`src/rtl/game_sequencer_if.sv`:
```
// Signal bundle between the game sequencer and the surrounding game blocks
// (debouncer, collision checker, tube and bird renderers).
interface game_sequencer_if #(
    parameter int unsigned SCORE_W = 10
);
    logic               btn_flap;
    logic               collision;
    logic [10:0]        tube_x [2:0];
    logic               game_rst;
    logic               move_tick;
    logic [3:0]         tube_speed;
    logic               flap_pulse;
    logic [1:0]         state;
    logic [SCORE_W-1:0] score;
    logic [SCORE_W-1:0] high_score;

    modport master (
        output btn_flap, collision, tube_x,
        input  game_rst, move_tick, tube_speed, flap_pulse, state, score, high_score
    );

    modport slave (
        input  btn_flap, collision, tube_x,
        output game_rst, move_tick, tube_speed, flap_pulse, state, score, high_score
    );
endinterface

```
`src/rtl/game_sequencer.sv`:
```
// Game controller: idle/run/dying/over state machine, movement-step strobe,
// tube scoring with speed-up, and high-score tracking.
module game_sequencer #(
    parameter int unsigned TICK_MAX      = 1_200_000,
    parameter int unsigned BIRD_X        = 200,
    parameter int unsigned TUBE_WIDTH    = 120,
    parameter int unsigned SCORE_W       = 10,
    parameter int unsigned BASE_SPEED    = 2,
    parameter int unsigned MAX_SPEED     = 6,
    parameter int unsigned SPEEDUP_EVERY = 5,
    parameter int unsigned DEATH_STEPS   = 60
) (
    input  logic             clk,
    input  logic             rst,
    game_sequencer_if.slave  bus
);

    typedef enum logic [1:0] {
        S_IDLE  = 2'd0,
        S_RUN   = 2'd1,
        S_DYING = 2'd2,
        S_OVER  = 2'd3
    } state_e;

    localparam int unsigned TICK_W  = (TICK_MAX > 1) ? $clog2(TICK_MAX) : 1;
    localparam int unsigned DEATH_W = $clog2(DEATH_STEPS + 1);
    localparam logic [TICK_W-1:0]  TICK_LAST  = TICK_W'(TICK_MAX - 1);
    localparam logic [DEATH_W-1:0] DEATH_LAST = DEATH_W'(DEATH_STEPS - 1);
    localparam logic [SCORE_W-1:0] SCORE_MAX  = '1;

    state_e               state_q, state_d;
    logic [SCORE_W-1:0]   score_q, score_d;
    logic [SCORE_W-1:0]   high_q, high_d;
    logic [3:0]           speed_q, speed_d;
    logic                 game_rst_q, game_rst_d;
    logic                 move_tick_q, move_tick_d;
    logic                 flap_q, flap_d;
    logic [TICK_W-1:0]    tick_q, tick_d;
    logic [DEATH_W-1:0]   death_q, death_d;
    logic [2:0]           passed_q, passed_d;
    logic                 btn_prev_q;

    logic                 flap_edge;
    logic                 tick_wrap;
    logic [TICK_W-1:0]    tick_next;

    logic [1:0]           pts;
    logic [2:0]           passed_scored;
    logic [11:0]          right_edge;
    logic [SCORE_W:0]     score_sum;
    logic [SCORE_W-1:0]   score_new;
    logic [3:0]           speed_new;

    assign flap_edge = bus.btn_flap & ~btn_prev_q;
    assign tick_wrap = (tick_q == TICK_LAST);
    assign tick_next = tick_wrap ? '0 : tick_q + 1'b1;

    // Per-step scoring: tubes whose right edge is left of the bird score once,
    // and re-arm when they reappear to the right of the bird.
    always_comb begin
        pts           = '0;
        passed_scored = passed_q;
        right_edge    = '0;
        for (int unsigned i = 0; i < 3; i++) begin
            right_edge = {1'b0, bus.tube_x[i]} + 12'(TUBE_WIDTH);
            if ((right_edge < 12'(BIRD_X)) && !passed_q[i]) begin
                passed_scored[i] = 1'b1;
                pts              = pts + 2'd1;
            end else if (bus.tube_x[i] > 11'(BIRD_X)) begin
                passed_scored[i] = 1'b0;
            end
        end
        score_sum = {1'b0, score_q} + (SCORE_W+1)'(pts);
        score_new = score_sum[SCORE_W] ? SCORE_MAX : score_sum[SCORE_W-1:0];
        speed_new = speed_q;
        if (((32'(score_q) / SPEEDUP_EVERY) != (32'(score_new) / SPEEDUP_EVERY)) &&
            (speed_q < 4'(MAX_SPEED))) begin
            speed_new = speed_q + 4'd1;
        end
    end

    always_comb begin
        state_d     = state_q;
        score_d     = score_q;
        high_d      = high_q;
        speed_d     = speed_q;
        game_rst_d  = 1'b0;
        move_tick_d = 1'b0;
        flap_d      = 1'b0;
        tick_d      = tick_q;
        death_d     = death_q;
        passed_d    = passed_q;

        case (state_q)
            S_IDLE: begin
                tick_d = '0;
                if (flap_edge) begin
                    game_rst_d = 1'b1;
                    score_d    = '0;
                    speed_d    = 4'(BASE_SPEED);
                    passed_d   = '0;
                    state_d    = S_RUN;
                end
            end
            S_RUN: begin
                if (move_tick_q) begin
                    score_d  = score_new;
                    speed_d  = speed_new;
                    passed_d = passed_scored;
                end
                // Collision wins over both the flap and a due step strobe.
                if (bus.collision) begin
                    state_d = S_DYING;
                    tick_d  = '0;
                    death_d = '0;
                end else begin
                    tick_d      = tick_next;
                    move_tick_d = tick_wrap;
                    flap_d      = flap_edge;
                end
            end
            S_DYING: begin
                tick_d = tick_next;
                if (tick_wrap) begin
                    if (death_q == DEATH_LAST) begin
                        state_d = S_OVER;
                        tick_d  = '0;
                        high_d  = (score_q > high_q) ? score_q : high_q;
                    end else begin
                        death_d = death_q + 1'b1;
                    end
                end
            end
            S_OVER: begin
                tick_d = '0;
                if (flap_edge) begin
                    game_rst_d = 1'b1;
                    state_d    = S_IDLE;
                end
            end
        endcase
    end

    always_ff @(posedge clk) begin
        if (rst) begin
            state_q     <= S_IDLE;
            score_q     <= '0;
            high_q      <= '0;
            speed_q     <= 4'(BASE_SPEED);
            game_rst_q  <= 1'b0;
            move_tick_q <= 1'b0;
            flap_q      <= 1'b0;
            tick_q      <= '0;
            death_q     <= '0;
            passed_q    <= '0;
            btn_prev_q  <= 1'b0;
        end else begin
            state_q     <= state_d;
            score_q     <= score_d;
            high_q      <= high_d;
            speed_q     <= speed_d;
            game_rst_q  <= game_rst_d;
            move_tick_q <= move_tick_d;
            flap_q      <= flap_d;
            tick_q      <= tick_d;
            death_q     <= death_d;
            passed_q    <= passed_d;
            btn_prev_q  <= bus.btn_flap;
        end
    end

    assign bus.game_rst   = game_rst_q;
    assign bus.move_tick  = move_tick_q;
    assign bus.tube_speed = speed_q;
    assign bus.flap_pulse = flap_q;
    assign bus.state      = state_q;
    assign bus.score      = score_q;
    assign bus.high_score = high_q;

endmodule

```
`src/flat_wrapper.sv`:
```
// flat-port wrapper written by rule: the top's interface ports become plain ports
module game_sequencer_flat 
#(
    parameter int unsigned TICK_MAX      = 1_200_000,
    parameter int unsigned BIRD_X        = 200,
    parameter int unsigned TUBE_WIDTH    = 120,
    parameter int unsigned SCORE_W       = 10,
    parameter int unsigned BASE_SPEED    = 2,
    parameter int unsigned MAX_SPEED     = 6,
    parameter int unsigned SPEEDUP_EVERY = 5,
    parameter int unsigned DEATH_STEPS   = 60
)
  (clk, rst, bus_btn_flap, bus_collision, bus_tube_x, bus_game_rst, bus_move_tick, bus_tube_speed, bus_flap_pulse, bus_state, bus_score, bus_high_score);
  game_sequencer_if #(.SCORE_W(SCORE_W)) bus_i ();
  input  logic clk;
  input  logic rst;
  input wire logic [$bits(bus_i.btn_flap)-1:0] bus_btn_flap;
  input wire logic [$bits(bus_i.collision)-1:0] bus_collision;
  input wire logic [$bits(bus_i.tube_x)-1:0] bus_tube_x;
  output wire logic [$bits(bus_i.game_rst)-1:0] bus_game_rst;
  output wire logic [$bits(bus_i.move_tick)-1:0] bus_move_tick;
  output wire logic [$bits(bus_i.tube_speed)-1:0] bus_tube_speed;
  output wire logic [$bits(bus_i.flap_pulse)-1:0] bus_flap_pulse;
  output wire logic [$bits(bus_i.state)-1:0] bus_state;
  output wire logic [$bits(bus_i.score)-1:0] bus_score;
  output wire logic [$bits(bus_i.high_score)-1:0] bus_high_score;
  assign bus_i.btn_flap = bus_btn_flap;
  assign bus_i.collision = bus_collision;
  assign bus_i.tube_x = {>>{bus_tube_x}};
  assign bus_game_rst = bus_i.game_rst;
  assign bus_move_tick = bus_i.move_tick;
  assign bus_tube_speed = bus_i.tube_speed;
  assign bus_flap_pulse = bus_i.flap_pulse;
  assign bus_state = bus_i.state;
  assign bus_score = bus_i.score;
  assign bus_high_score = bus_i.high_score;
  game_sequencer #(.TICK_MAX(TICK_MAX), .BIRD_X(BIRD_X), .TUBE_WIDTH(TUBE_WIDTH), .SCORE_W(SCORE_W), .BASE_SPEED(BASE_SPEED), .MAX_SPEED(MAX_SPEED), .SPEEDUP_EVERY(SPEEDUP_EVERY), .DEATH_STEPS(DEATH_STEPS)) u_core (.clk(clk), .rst(rst), .bus(bus_i));
endmodule
```
`config.mk`:
```
export PLATFORM = sky130hd
export DESIGN_NAME = game_sequencer_flat
export DESIGN_NICKNAME = d
export VERILOG_FILES = /design/src/rtl/game_sequencer_if.sv /design/src/rtl/game_sequencer.sv /design/src/flat_wrapper.sv
export SDC_FILE = /design/constraint.sdc
export NUM_CORES = 1
export LEC_CHECK = 0
export ABC_AREA = 1
export BUFFER_PORTS_ARGS = -buffer_cell sky130_fd_sc_hd__buf_2
export CAP_MARGIN = 10
export CORE_ASPECT_RATIO = 1.25
export CORE_MARGIN = 4
export CORE_UTILIZATION = 56
export CTS_CLUSTER_DIAMETER = 40
export DETAILED_ROUTE_END_ITERATION = 6
export GPL_TIMING_DRIVEN = 0
export PLACE_DENSITY = 0.75
export SETUP_SLACK_MARGIN = 0.05
export SLEW_MARGIN = 20
export SYNTH_ARGS = -nofsm -noshare
export SYNTH_HDL_FRONTEND = slang
export SYNTH_SLANG_ARGS = --single-unit
```
`constraint.sdc`:
```
create_clock -name clk -period 8.2 [get_ports clk]
set_input_delay 1.23 -clock clk [delete_from_list [all_inputs] [get_ports clk]]
set_output_delay 1.23 -clock clk [all_outputs]
set_load 0.01 [all_outputs]
```
; ---- Yosys cells after proc, flatten, opt, wreduce, memory -nomap -nowiden
; Cells that the tools add are included.
[word_totals]
out_inout_bits = 29
input_bits = 37
word_cells = 110
ff_bits = 60
[classes]
n_addsub = 9
magnitude_cmp = 8
n_bitwise = 4
reduce_logical = 21
muxes = 36
eq_ne = 17
div = 2
[op_table]
columns = operator, n
row1 = $mux W21, 4
row2 = $div A10 B3 Y32 const B, 2
row3 = $pmux W21 S3, 1
row4 = $add A11 B7 Y12 const B, 3
row5 = $lt A12 B8 Y1 const B, 3
row6 = $gt A11 B8 Y1 const B, 3
row7 = $ne A32 B32 Y1, 1
row8 = $mux W10, 3
row9 = $reduce_and A4 Y1, 6
row10 = $add A21 B1 Y21 const B, 1
row11 = $eq A21 B21 Y1 const B, 1
row12 = $pmux W10 S2, 1
row13 = $mux W6, 3
row14 = $mux W2, 7
row15 = $mux W4, 3
row16 = $ne A2 B1 Y1 const B, 6
row17 = $pmux W6 S2, 1
row18 = $add A10 B2 Y11, 1
row19 = $gt A10 B10 Y1, 1
row20 = $ne A3 B1 Y1 const B, 3
row21 = $mux W1, 8
row22 = $pmux W2 S4, 1
row23 = $pmux W4 S2, 1
row24 = $add A6 B1 Y6 const B, 1
row25 = other kinds (20), 32

; ---- Longest topological paths before layout
[depth]
depth_word = 16
mapped_depth = 69
depth_no_buf = 68

; ---- Worst setup path after synthesis
; No wires, ideal clock.
[synth_timing]
path_kind = input-to-reg
startpoint = input bus_tube_x[14]
endpoint = register u_core.speed_q[1] (netlist: u_core.bus.tube_speed[1])
n_path_buf = 2
required_time_ns = 8.071
setup_time_ns = 0.129
setup_slack_ns = -0.577
cell_stages = 66
t_arrival_ns = 8.648
cell_sequence = inv_1 > ha_1 > inv_1 > or2_2 > nor2_1 > a31oi_1 > a2111oi_0 > nand2_1 > inv_1 > ha_1 > xor2_1 > ha_1 > fa_1 > nand2_2 > nor2_8 > nand2_1 > nand2_1 > nand2_2 > (+30 left out) > ha_1 > inv_1 > nand3_1 > nand2_2 > nand2_2 > nor2_4 > nand3_2 > buf_6 > nand2_2 > nand3_1 > nor2_1 > nand3_1 > nand2_1 > nand3_2 > nand3_2 > nand2_2 > o21ai_1 > nand3_1
[synth_via]
elab_chain_cells = 13
[synth_rtl]
columns = element, line
row1 = start: declaration, flat_wrapper.sv:19  ; input wire logic [$bits(bus_i.tube_x)-1:0] bus_tube_x;
row2 = $add A11 B7 Y12 *, game_sequencer.sv:65  ; right_edge = {1'b0, bus.tube_x[i]} + 12'(TUBE_WIDTH);
row3 = $lt A12 B8 Y1 *, game_sequencer.sv:66  ; if ((right_edge < 12'(BIRD_X)) && !passed_q[i]) begin
row4 = $logic_and A1 B1 Y1 *, game_sequencer.sv:66
row5 = $mux W2 *, game_sequencer.sv:66
row6 = $add A2 B1 Y2, game_sequencer.sv:68  ; pts = pts + 2'd1;
row7 = $mux W2 *, game_sequencer.sv:66
row8 = $add A10 B2 Y11 *, game_sequencer.sv:73  ; score_sum = {1'b0, score_q} + (SCORE_W+1)'(pts);
row9 = $mux W10 *, game_sequencer.sv:74  ; score_new = score_sum[SCORE_W] ? SCORE_MAX : score_sum[SCORE_W-1:0];
row10 = $div A10 B3 Y32 *, game_sequencer.sv:76  ; if (((32'(score_q) / SPEEDUP_EVERY) != (32'(score_new) / SPEEDUP_EVERY)) &&
row11 = $ne A32 B32 Y1 *, game_sequencer.sv:76
row12 = $logic_and A1 B1 Y1 *, game_sequencer.sv:76
row13 = $ne A2 B1 Y1 (no source line) *, --
row14 = $reduce_and A4 Y1 (no source line) *, --
row15 = end signal: assignment, game_sequencer.sv:149  ; speed_q <= 4'(BASE_SPEED);
row16 = end signal: assignment, game_sequencer.sv:161  ; speed_q <= speed_d;
row17 = end: declaration, game_sequencer.sv:34  ; logic [3:0] speed_q, speed_d;
; Every way passes the cells marked *; elsewhere a longest branch is shown, timed or not.
; A chain may end at the register's enable or synchronous reset.

; ---- Worst setup path in the final report
[layout_timing]
startpoint = input bus_tube_x[14]
endpoint = register u_core.speed_q[2] (netlist: u_core.bus.tube_speed[2])
; The elaborated chain is that of the path after synthesis.

==> results.sh <==
export IMPL_finClkSkew_ns=0.006535
export IMPL_slowest_stage="fa_2"
export IMPL_rsz0062_at_grt="yes"
export IMPL_clockRootBuffer="clkbuf_16"
export IMPL_worstSetupPathType="input port to register"
export IMPL_crit_path_start_kind="input port"
export IMPL_ant_nets=0
export IMPL_post_drt_wl_per_cell_um=13.59
export IMPL_hold_viol_final=0
export IMPL_min_path_type="register to register"
export IMPL_io_pins=66
export IMPL_cts_sinks=60
export IMPL_die_area_mm2=0.01409
export IMPL_place_ws_ns=-1.593
export IMPL_critPathCaptureType="register"
export IMPL_critical_path_arrival_ns=9.02
export IMPL_die_height_um=131.7
export IMPL_synth_edf_count=0
export IMPL_yosys_warnings=0
export IMPL_synthMuxAreaShare_pct=0
export IMPL_yosys_area_share_simple_pct=48.38
export IMPL_cp_common_cell="nand2_2"
export IMPL_ys_seq_area_share_pct=17.51
export IMPL_dp_hpwl_um=13810
export IMPL_synth_top_cells_by_area="dfxtp_1, nand2_1, inv_1"
export IMPL_slew_viol_final=0
export IMPL_synth_xor_area_share_pct=3.958
export IMPL_synth_compound_area_share_pct=12.28
export IMPL_drc=0
export IMPL_cap_violations=0
export IMPL_drtIter0Drc=427
export IMPL_final_nets=1360
export IMPL_fin_cells=1456
export IMPL_fin_tns_setup_ns=-2.068
export IMPL_track_usage_pct=26.94
export IMPL_antenna_found_initial=0
export IMPL_min_period_ns=8.764
export IMPL_total_power_mw=0.9238
export IMPL_powerDensity_mw_per_mm2=104.5
export IMPL_hold_slack_ns=0.4537
export IMPL_h_tree_depth=3
export IMPL_required_ns=8.46
export IMPL_setup_violations=4
export IMPL_dp_cells=1367
export IMPL_synth_top_family_by_area="simple AND/OR/NAND/NOR gates"
export IMPL_firstDrtPassIters=6
export IMPL_syn_instance_count=1141
export IMPL_viasPerCell=5.383
export IMPL_die_w_um=107.0
export IMPL_worstHoldStart="u_core.tick_q[0]$_SDFF_PP0_"
export IMPL_final_area_mm2=0.008841
export IMPL_drive_above_1_share_pct=27.49
export IMPL_slowest_delay_ns=0.38
export IMPL_grt_pass1_wl_um=32250
export IMPL_fin_ws_ns=-0.5645
export IMPL_vias=7838
export IMPL_synth_commonest_cells="nand2_1, inv_1, nor2_1"
export IMPL_clock_path_buffers=2
export IMPL_peakVddDrop_mv=0.1919
export IMPL_rows=44
export IMPL_placed_area_mm2=0.007551
export IMPL_ys_types=54
export IMPL_cp_startpoint="bus_tube_x[14]"
export IMPL_power_leakage_nw=4.762
export IMPL_cts_tree="done"
export IMPL_coreArea_mm2=0.01178
export IMPL_grt_pass1_vias=7413
export IMPL_syn_area_per_cell_um2=6.011
export IMPL_run_status="finished, violations left"
export IMPL_yosys_area_top_type="dfxtp_1"
export IMPL_start_util_pct=58.22
export IMPL_cts_reportedPaths_clkPinSlew_ns=0.06
export IMPL_fin_crit_sh_pct=106.9
export IMPL_clk_latency_ns=0.33
export IMPL_synth_flop_cell="dfxtp_1"
export IMPL_numCtsBuffers=9
export IMPL_gp_congestion=0.8994
export IMPL_max_clock_freq_mhz=114.1
export IMPL_n_antenna_cell=0
export IMPL_synth_area_mm2=0.006859
export IMPL_failed_checks="setup timing"
export IMPL_synth_adder_area_share_pct=6.129
export IMPL_async_flop_share_pct=0
export IMPL_yosys_area_top_type_share_pct=17.51
export IMPL_post_route_util_pct=75.04
export IMPL_ys_ff_latch=60
export IMPL_worstMarginPinSlew_ns=0.9040
export IMPL_yosysMostFrequentCell="nand2_1"
export IMPL_areaGrowthSynthToFinish_pct=28.89
export IMPL_timing_rr_start="u_core.passed_q[1]$_SDFFE_PP0P_"
export IMPL_grt_max_degree=12
export IMPL_overflow=0
export IMPL_cp_max_fo=8
export IMPL_syn_nets=1211
export IMPL_drt_wl_total_um=19790
export IMPL_numPortBuffers=65
export IMPL_maxSlewHeadroom_pct=39.27
-- repair_timing --
action | in CTS | in global routing
setup buffers | 61 | 12
gates cloned | 1 | 0
hold endpoints to repair | 0 | 0
resized for setup | 52 | 55
pin swaps | 53 | 42
hold buffers | 0 | 0
setup endpoints to repair | 4 | 4
-- placed cells by master (no fill, tap or decap), types with 4 or more instances in the layout --
master / instances
a211oi_1: 4
a21oi_1: 50
a21oi_2: 5
buf_2: 69
buf_4: 64
buf_6: 12
clkbuf_1: 9
clkbuf_16: 9
dfxtp_1: 60
ha_1: 25
ha_4: 6
inv_1: 150
inv_2: 22
nand2_1: 268
nand2_2: 41
nand2_4: 18
nand3_1: 81
nand3_2: 23
nand3_4: 12
nand3b_1: 7
nand4_1: 39
nor2_1: 109
nor2_2: 14
nor2_4: 15
nor3_1: 18
nor3b_1: 8
o21ai_0: 34
o21ai_1: 13
or2_2: 4
xnor2_1: 6
xor2_1: 24
-- kinds of logic (layout without fill, tap and decap cells) --
| group | after synthesis | after routing |
|---|---|---|
| adders and majority gates | 33 | 33 |
| DFF | 60 | 60 |
| xor gates and xnor gates | 31 | 31 |
| buffers and inverters | 202 | 356 |
| AOI/OAI and AO/OA | 143 | 143 |
| and+or+nand+nor | 672 | 672 |
-- power breakdown --
part	leakage, nW	internal, mW	switching, mW
clock network	0.142	0.235	0.138
registers	0.484	0.305	0.0116
logic	4.14	0.0761	0.159
-- sequential cells by signal, summed over array words and instances (netlist names) --
register,cells
u_core.tick_q,21
u_core.bus.high_score,10
u_core.bus.score,10
u_core.death_q,6
u_core.bus.tube_speed,4
u_core.passed_q,3
u_core.bus.state,2
u_core.btn_prev_q,1
u_core.bus.flap_pulse,1
u_core.bus.game_rst,1
u_core.bus.move_tick,1
-- routing by layer --
layer  vias to the layer above  part of all wire, %  track usage (%)
met1                      3536                   41            30.26
met2                       201                   51            49.30
met4                         0                  3.8            11.02
li1                       4024                    -                -
met3                        77                  4.3            4.900
met5                         -                    0                0
-- worst max-delay path, delay by kind of cell --
family,cells,cell delay [ns]
fa+ha+maj,7,1.48
buf+inv,15,1.21
xor+xnor,2,0.44
compound gates,6,0.74
simple gates,39,3.85
-- final timing paths --
path                                                 to  slack [ns]  cells past startpoint
hold / removal              u_core.tick_q[0]$_SDFF_PP0_        0.45                      1
hold reg to reg             u_core.tick_q[0]$_SDFF_PP0_        0.45                      1
setup / recovery  u_core.bus.tube_speed[2]$_SDFFE_PP0P_       -0.56                     69
setup reg to reg  u_core.bus.tube_speed[2]$_SDFFE_PP0P_        0.71                     60
-- area by class of cell --
class                           count  area [um^2]
Inverter                          179        700.7
Clock inverter                      6        65.06
Sequential cell                    60         1201
Fill cell                         984         2940
Clock buffer                       10        229.0
Multi-Input combinational cell    879         5350
Buffer                             23        136.4
Timing Repair Buffer              138        957.2
Tap cell                          161        201.4
Power figures use the tool's default switching activity.
